File: src/rtl/game_sprite_unit.sv
// Per-object sprite stage: holds and advances position once per frame, detects
// when the object leaves the screen, and renders its 8x8 mask with a 2-cycle latency.
module game_sprite_unit #(
  parameter int                        SCREEN_W    = 640,
  parameter int                        SCREEN_H    = 480,
  parameter int                        POS_W       = 11,
  parameter int                        D_W         = 4,
  parameter logic signed [POS_W-1:0]   START_X     = '0,
  parameter logic signed [POS_W-1:0]   START_Y     = '0,
  parameter int                        RGB_W       = 3,
  parameter logic [RGB_W-1:0]          SPRITE_RGB  = 3'b010,
  parameter logic [63:0]               SPRITE_MASK = 64'hFFFF_FFFF_FFFF_FFFF
) (
  input  logic                    clk,
  input  logic                    rst,
  input  logic [9:0]              pixel_x,
  input  logic [9:0]              pixel_y,
  input  logic                    display_on,
  input  logic                    frame_tick,
  input  logic                    start,
  input  logic                    kill,
  input  logic signed [D_W-1:0]   dx,
  input  logic signed [D_W-1:0]   dy,
  output logic signed [POS_W-1:0] sprite_x,
  output logic signed [POS_W-1:0] sprite_y,
  output logic                    active,
  output logic                    exited,
  output logic                    rgb_en,
  output logic [RGB_W-1:0]        rgb
);

  typedef enum logic [1:0] {IDLE, ACTIVE, EXITED} state_t;

  localparam logic signed [POS_W:0] NEG8  = (POS_W+1)'(-8);
  localparam logic signed [POS_W:0] LIM_W = (POS_W+1)'(SCREEN_W);
  localparam logic signed [POS_W:0] LIM_H = (POS_W+1)'(SCREEN_H);

  state_t                  state, state_n;
  logic signed [POS_W-1:0] x_n, y_n, next_x, next_y;
  logic signed [D_W-1:0]   dx_l, dy_l, dx_n, dy_n;
  logic signed [POS_W:0]   nx_e, ny_e;
  logic                    off_screen, exited_n;

  logic signed [POS_W:0]   px_e, py_e, sx_e, sy_e, diff_x, diff_y;
  logic                    hit_n, hit_q;
  logic [2:0]              col_q, row_q;
  logic                    mask_bit;

  assign next_x = sprite_x + POS_W'(dx_l);
  assign next_y = sprite_y + POS_W'(dy_l);
  assign nx_e   = {next_x[POS_W-1], next_x};
  assign ny_e   = {next_y[POS_W-1], next_y};
  assign off_screen = (nx_e <= NEG8) || (nx_e >= LIM_W) ||
                      (ny_e <= NEG8) || (ny_e >= LIM_H);

  // kill outranks start, and start outranks the per-frame move
  always_comb begin
    state_n  = state;
    x_n      = sprite_x;
    y_n      = sprite_y;
    dx_n     = dx_l;
    dy_n     = dy_l;
    exited_n = 1'b0;
    if (kill) begin
      state_n = IDLE;
    end else if (start) begin
      state_n = ACTIVE;
      x_n     = START_X;
      y_n     = START_Y;
      dx_n    = dx;
      dy_n    = dy;
    end else if (state == ACTIVE && frame_tick) begin
      x_n = next_x;
      y_n = next_y;
      if (off_screen) begin
        state_n  = EXITED;
        exited_n = 1'b1;
      end
    end
  end

  always_ff @(posedge clk or posedge rst) begin
    if (rst) begin
      state    <= IDLE;
      sprite_x <= START_X;
      sprite_y <= START_Y;
      dx_l     <= '0;
      dy_l     <= '0;
      exited   <= 1'b0;
    end else begin
      state    <= state_n;
      sprite_x <= x_n;
      sprite_y <= y_n;
      dx_l     <= dx_n;
      dy_l     <= dy_n;
      exited   <= exited_n;
    end
  end

  assign active = (state == ACTIVE);

  // Offsets in one extra signed bit so off-screen-left/top positions compare correctly
  assign px_e   = $signed({{(POS_W+1-10){1'b0}}, pixel_x});
  assign py_e   = $signed({{(POS_W+1-10){1'b0}}, pixel_y});
  assign sx_e   = {sprite_x[POS_W-1], sprite_x};
  assign sy_e   = {sprite_y[POS_W-1], sprite_y};
  assign diff_x = px_e - sx_e;
  assign diff_y = py_e - sy_e;
  assign hit_n  = display_on && active &&
                  (diff_x[POS_W:3] == '0) && (diff_y[POS_W:3] == '0);
  assign mask_bit = SPRITE_MASK[{row_q, col_q}];

  always_ff @(posedge clk or posedge rst) begin
    if (rst) begin
      hit_q  <= 1'b0;
      col_q  <= '0;
      row_q  <= '0;
      rgb_en <= 1'b0;
      rgb    <= '0;
    end else begin
      hit_q  <= hit_n;
      col_q  <= diff_x[2:0];
      row_q  <= diff_y[2:0];
      rgb_en <= hit_q & mask_bit;
      rgb    <= (hit_q & mask_bit) ? SPRITE_RGB : '0;
    end
  end

endmodule

File: config.mk
export PLATFORM = sky130hd
export DESIGN_NAME = game_sprite_unit
export DESIGN_NICKNAME = d
export VERILOG_FILES = /design/src/rtl/game_sprite_unit.sv
export SDC_FILE = /design/constraint.sdc
export NUM_CORES = 1
export LEC_CHECK = 0
export BUFFER_PORTS_ARGS = -buffer_cell sky130_fd_sc_hd__buf_4
export CORE_MARGIN = 2
export CORE_UTILIZATION = 51
export DETAILED_ROUTE_END_ITERATION = 6
export HOLD_SLACK_MARGIN = 0.06
export PLACE_DENSITY = 0.86
export SLEW_MARGIN = 30
export SYNTH_ARGS = -nofsm -noshare
export SYNTH_HDL_FRONTEND = slang
export SYNTH_SLANG_ARGS = --single-unit
File: constraint.sdc
create_clock -name clk -period 2.24 [get_ports clk]
set_input_delay 0.112 -clock clk [delete_from_list [all_inputs] [get_ports clk]]
set_output_delay 0.112 -clock clk [all_outputs]
set_load 0.005 [all_outputs]
After elaboration in Yosys (flattened, before gate mapping). Memories as Yosys holds them, arrays and structs flattened. Cells that the tools add are included. W data, S select, Z words.

Register bits after elaboration: 43. Bits in read-only memories: 64. Bits of input ports: 34. Output and inout bits: 28. Logic and storage cells: 53. Memories: 1.

Add/sub/neg operators: 4. Order comparisons: 5. Equality and inequality tests: 1. Mux-type cells: 14. Bitwise gates (word level): 2. Reduce and logical (&&, ||, !) cells: 15.

Memories: (no name shown) (depth 64, bits a word 1, read ports 1, clocked after Yosys merged registers in 0, write ports 0, line 111) `assign mask_bit = SPRITE_MASK[{row_q, col_q}];`.

Operators by type and width (number): $mux W11 (4); $sub A11 B11 Y12 (2); $add A11 B4 Y11 (2); $le A11 B4 Y1 const B (2); $logic_not A9 Y1 (2); $ge A11 B10 Y1 const B (1); $ge A11 B11 Y1 const B (1); $mux W2 (5); $lt A6 B7 Y1 const B (1); $reduce_and A2 Y1 (3); $reduce_bool A3 Y1 (2); $mux W1 (5); $logic_and A1 B1 Y1 (4); $logic_or A1 B1 Y1 (3); $eq A2 B1 Y1 const B (1); $reduce_bool A2 Y1 (1); $and A1 B1 Y1 (1); $not A1 Y1 (1).

Longest topological paths before layout.
Depth in word-level cells: 9. Gate-level depth with buffers: 11. Depth with buffers taken out: 11.

Least setup slack after synthesis. No wires, ideal clock.

Path kind: reg2reg. Start: reg sprite_x[0]. End: reg state[0]. Setup time: 120 ps. Arrival time: 2386 ps. Required time: 2120 ps. Setup slack: -265 ps. Stages on the path, launching flop included: 11. Buffers on the path: 0. Clock period less this slack: 2505 ps. Path through: dfrtp_1 ha_1 fa_1 a21o_1 a221oi_2 xnor2_1 and4b_1 nor4bb_1 a32oi_1 o21ai_1 a31o_1.

Cells in the longest elaborated chain, start to end: 7. Elaborated cells between the ends (all ways): 8. Classes of those cells: add/sub: 1; order compare: 2; reduce/logical: 5.

RTL lines: from (decl) (line 24) `output logic signed [POS_W-1:0] sprite_x,`; from (signal assigned) (line 92) `sprite_x <= x_n;`; $add A11 B4 Y11 (*) (line 49) `assign next_x = sprite_x + POS_W'(dx_l);`; $le A11 B4 Y1 or $ge A11 B11 Y1 (tied branches) (line 53) `assign off_screen = (nx_e <= NEG8) || (nx_e >= LIM_W) ||`; $logic_or A1 B1 Y1 (*) (2 in series) (line 53); $logic_or A1 B1 Y1 (*) (line 54) `(ny_e <= NEG8) || (ny_e >= LIM_H);`; $reduce_bool A3 Y1 (no source line) (*); $reduce_and A2 Y1 (no source line) (*); to (signal assigned) (line 91) `state <= state_n;`; to (decl) (line 38) `state_t state, state_n;`.

Every way passes the cells marked *; elsewhere a longest branch is shown, timed or not. A chain may end at the register's enable or synchronous reset.

Worst setup path after layout.
Start: reg dx_l[0]. End: reg state[0].

Cells in the longest elaborated chain, start to end: 7. Elaborated cells between the ends (all ways): 8. Classes of those cells: add/sub: 1; order compare: 2; reduce/logical: 5.

RTL lines: from (decl) (line 40) `logic signed [D_W-1:0] dx_l, dy_l, dx_n, dy_n;`; from (signal assigned) (line 94) `dx_l <= dx_n;`; $add A11 B4 Y11 (*) (line 49); $le A11 B4 Y1 or $ge A11 B11 Y1 (tied branches) (line 53); $logic_or A1 B1 Y1 (*) (2 in series) (line 53); $logic_or A1 B1 Y1 (*) (line 54); $reduce_bool A3 Y1 (no source line) (*); $reduce_and A2 Y1 (no source line) (*).

Marks and branches as above.

==> key figures <==
Route
  – First-pass iteration count of the detailed router: 5
  – Routed len/inst: 19.2 um
  – Post-Route WL: 11200 um
  – Initial drt markers: 224
  – Vias per cell: 6.19
  – Met2 WL: 5540 um
  – Top Layer Used: met4
  – Post-route ant nets: 0
  – Via count: 3624
  – DRT met1 WL: 4280 um
  – Met3 Routed Length: 833 um
  – Remaining DRCs: 0

Synth
  – Cells after Synth: 356
  – EDFF count, synth: 0
  – Sequential share of the synthesized area: 27.4%
  – Synth warnings: 0
  – Ys flop type: dfrtp_1
  – Post-synth top area cell: dfrtp_1
  – Mapped cell area: 3200 sq um
  – Yosys reg bits: 35
  – Post-synth top area share: 27.4%
  – FFs w/ async S/R, synth: 100%
  – Synth area leaders: dfrtp_1, ha_1, a22o_1
  – Mapped Avg Cell Area: 8.98 sq um
  – Cell variety after synth: 67

Clocking
  – Clock Tree Root: clkbuf_8
  – CTS clock-pin slew for the worst setup and hold paths: 90 ps
  – Max Root-Sink Buffers: 2
  – H-Tree Depth: 2
  – Clk_lat worst skew: 310 ps
  – CTS tree: built
  – Num CTS Buffers: 5
  – Sink Count: 35

Pwr
  – Peak supply drop: 0.459 mV
  – Leak: 2.31 nW
  – Power Dens Cells: 623 nW/um^2
  – Tot Pwr: 2.95 mW

Cells and area
  – Nets: 583
  – Fillers: 347
  – Multi-input combinational cell area: 2370 sq um
  – Layout area overhead: 47.9%
  – Final Cell Area: 4730 sq um
  – Most common cell after layout, fill and taps aside: buf_4
  – Inserted Diodes: 0
  – Storage cell area: 877 sq um
  – Fraction of layout cells with a size suffix above 1: 39.8%
  – Most frequent cells in the layout: buf_4, dfrtp_1, ha_1

Timing
  – Final setup vio count: 4
  – Worst-Margin Slew: 680 ps
  – Fmax: 375 MHz
  – Final Cycle Share: 119%
  – Clk_skew: 14.9 ps
  – Hold WS: 191 ps
  – Post-route setup slack: -426 ps
  – TNS Setup: -1340 ps
  – Min cycle time layout: 2670 ps
  – Final Hold Fails: 0
  – RSZ-0062 raised after global routing: true
  – Worst slew margin relative to its limit: 54.1%
  – Fin. max-slew vios: 0

Global route
  – First-pass GRT wire length: 16800 um
  – Vias in the first global route: 3679
  – Tot GR Track Use: 29.6%
  – Grt ovf: 0
  – Initial antenna violation count: 0
  – Largest net degree at the start of global routing: 36

Worst setup path
  – Max incr delay on CP: 390 ps
  – CP Buf/Inv Count: 0
  – Crit-path cells: ha_2, fa_2, a21o_1, a221oi_2, xnor2_1, and4b_1, nor4bb_4, a32oi_1, o21ai_1, a31o_1
  – Required @ worst endpoint: 2490 ps
  – Critical path endpoint category: flop
  – Worst setup SP type: flop
  – Slowest-stage cell, CP: dfrtp_1
  – CP top delay family: compound AO/OA/AOI/OAI gates
  – Crit path max fanout: 3
  – CP arrival: 2910 ps
  – Critical path type: reg2reg

Floorplanning
  – Starting density of the core: 53.4%
  – Floorplan Core Area: 5990 sq um
  – Row count: 28
  – IO Pins: 62
  – Die ar.: 6920 sq um
  – Die X: 83.2 um
  – Height of the die: 83.2 um

Hold path
  – Min-delay worst type: in2reg

Run status
  – Failing checks: setup timing
  – Status: finished, violations left

Placement
  – DP Area: 4360 sq um
  – Final GP Congestion: 0.914
  – Dpl ws: -415 ps
  – # port buffers: 59
  – Post-detail-place hpwl: 7490 um

Flow run
  – Total of max-cap violations: 0
==> flip-flops by register name, indices dropped and copies added (netlist names) <==
signal    flops
dx_l          4
dy_l          4
exited        1
hit_q         1
rgb           1
sprite_x     11
sprite_y     11
state         2
==> cell usage after synthesis (8+ instances only) <==
| master | n |
|---|---|
| mux2_2 | 8 |
| nand3_1 | 8 |
| a21oi_1 | 17 |
| inv_1 | 30 |
| nor2_1 | 20 |
| nor3_1 | 9 |
| a21o_1 | 9 |
| ha_1 | 38 |
| dfrtp_1 | 35 |
| a22o_1 | 14 |
| o21ai_0 | 15 |
| xnor2_1 | 9 |
| nand2_1 | 25 |
==> path summary, 6_finish.rpt <==
path	from	end	slack, ps	cells after the start
worst min-delay path	kill	state[1]	190	4
worst min register to register	hit_q	rgb[1]	360	0
worst max-delay path	dx_l[0]	state[0]	-430	10
min in group asynchronous	rst	sprite_x[0]	500	4
worst max register to register	dx_l[0]	state[0]	-430	10
max in group asynchronous	rst	dx_l[3]	1380	4
==> worst min-delay path: stages <==
cell	delay [ps]
buf_4	100
nor2_1	100
nand2_1	100
o21ai_1	60
==> stage by stage <==
stage / util, % / std cells
2_1_floorplan: - / 357
3_3_place_gp: 72.8 / 564
3_5_place_dp: 72.8 / 564
4_1_cts: 77.2 / 582
5_1_grt: 78.9 / 585
6_report: 78.9 / 585
==> where the power goes <==
part	total (mW)	internal, mW	switching, mW	leakage [nW]
logic	1.67	0.851	0.816	1.81
clock network	0.518	0.223	0.295	0.0408
registers	0.761	0.690	0.0704	0.463
total	2.95	1.76	1.18	2.31
==> kinds of logic (layout without fill, tap and decap cells) <==
| kind of cell | count (synthesis) | after routing | synth area share (%) |
|---|---|---|---|
| multiplexers | 9 | 9 | 3.13 |
| AO/OA/AOI/OAI | 107 | 107 | 25.6 |
| XOR/XNOR | 16 | 16 | 4.38 |
| flip-flops | 35 | 35 | 27.4 |
| buffers and inverters | 40 | 193 | 5.05 |
| other | 1 | 2 | 0.117 |
| AND/OR/NAND/NOR | 108 | 108 | 18.2 |
| adder cells (fa/ha/maj) | 40 | 40 | 16.1 |
==> routing by layer <==
layer	vias up	global-route usage [%]
li1	1643	-
met1	1703	35.6
met2	212	51.5
met3	66	5.96
met4	0	11.9
met5	-	0
==> area by class of cell <==
class / count / share of cell area (%)
Inverter: 30 / 2.38
Clock inverter: 3 / 0.503
Timing Repair Buffer: 155 / 25.1
Clock buffer: 5 / 1.46
Multi-Input combinational cell: 282 / 50.1
Tap cell: 75 / 1.98
Sequential cell: 35 / 18.5
==> what timing repair did <==
item | 4_1_cts | 5_1_grt
endpoints found under the hold margin | 43 | 0
setup buffers | 1 | 3
pin swaps | 8 | 11
endpoints found under the setup margin | 6 | 6
hold buffers | 9 | 0
gates resized for setup | 13 | 13
No activity file was read; power rests on OpenSTA's default activity.
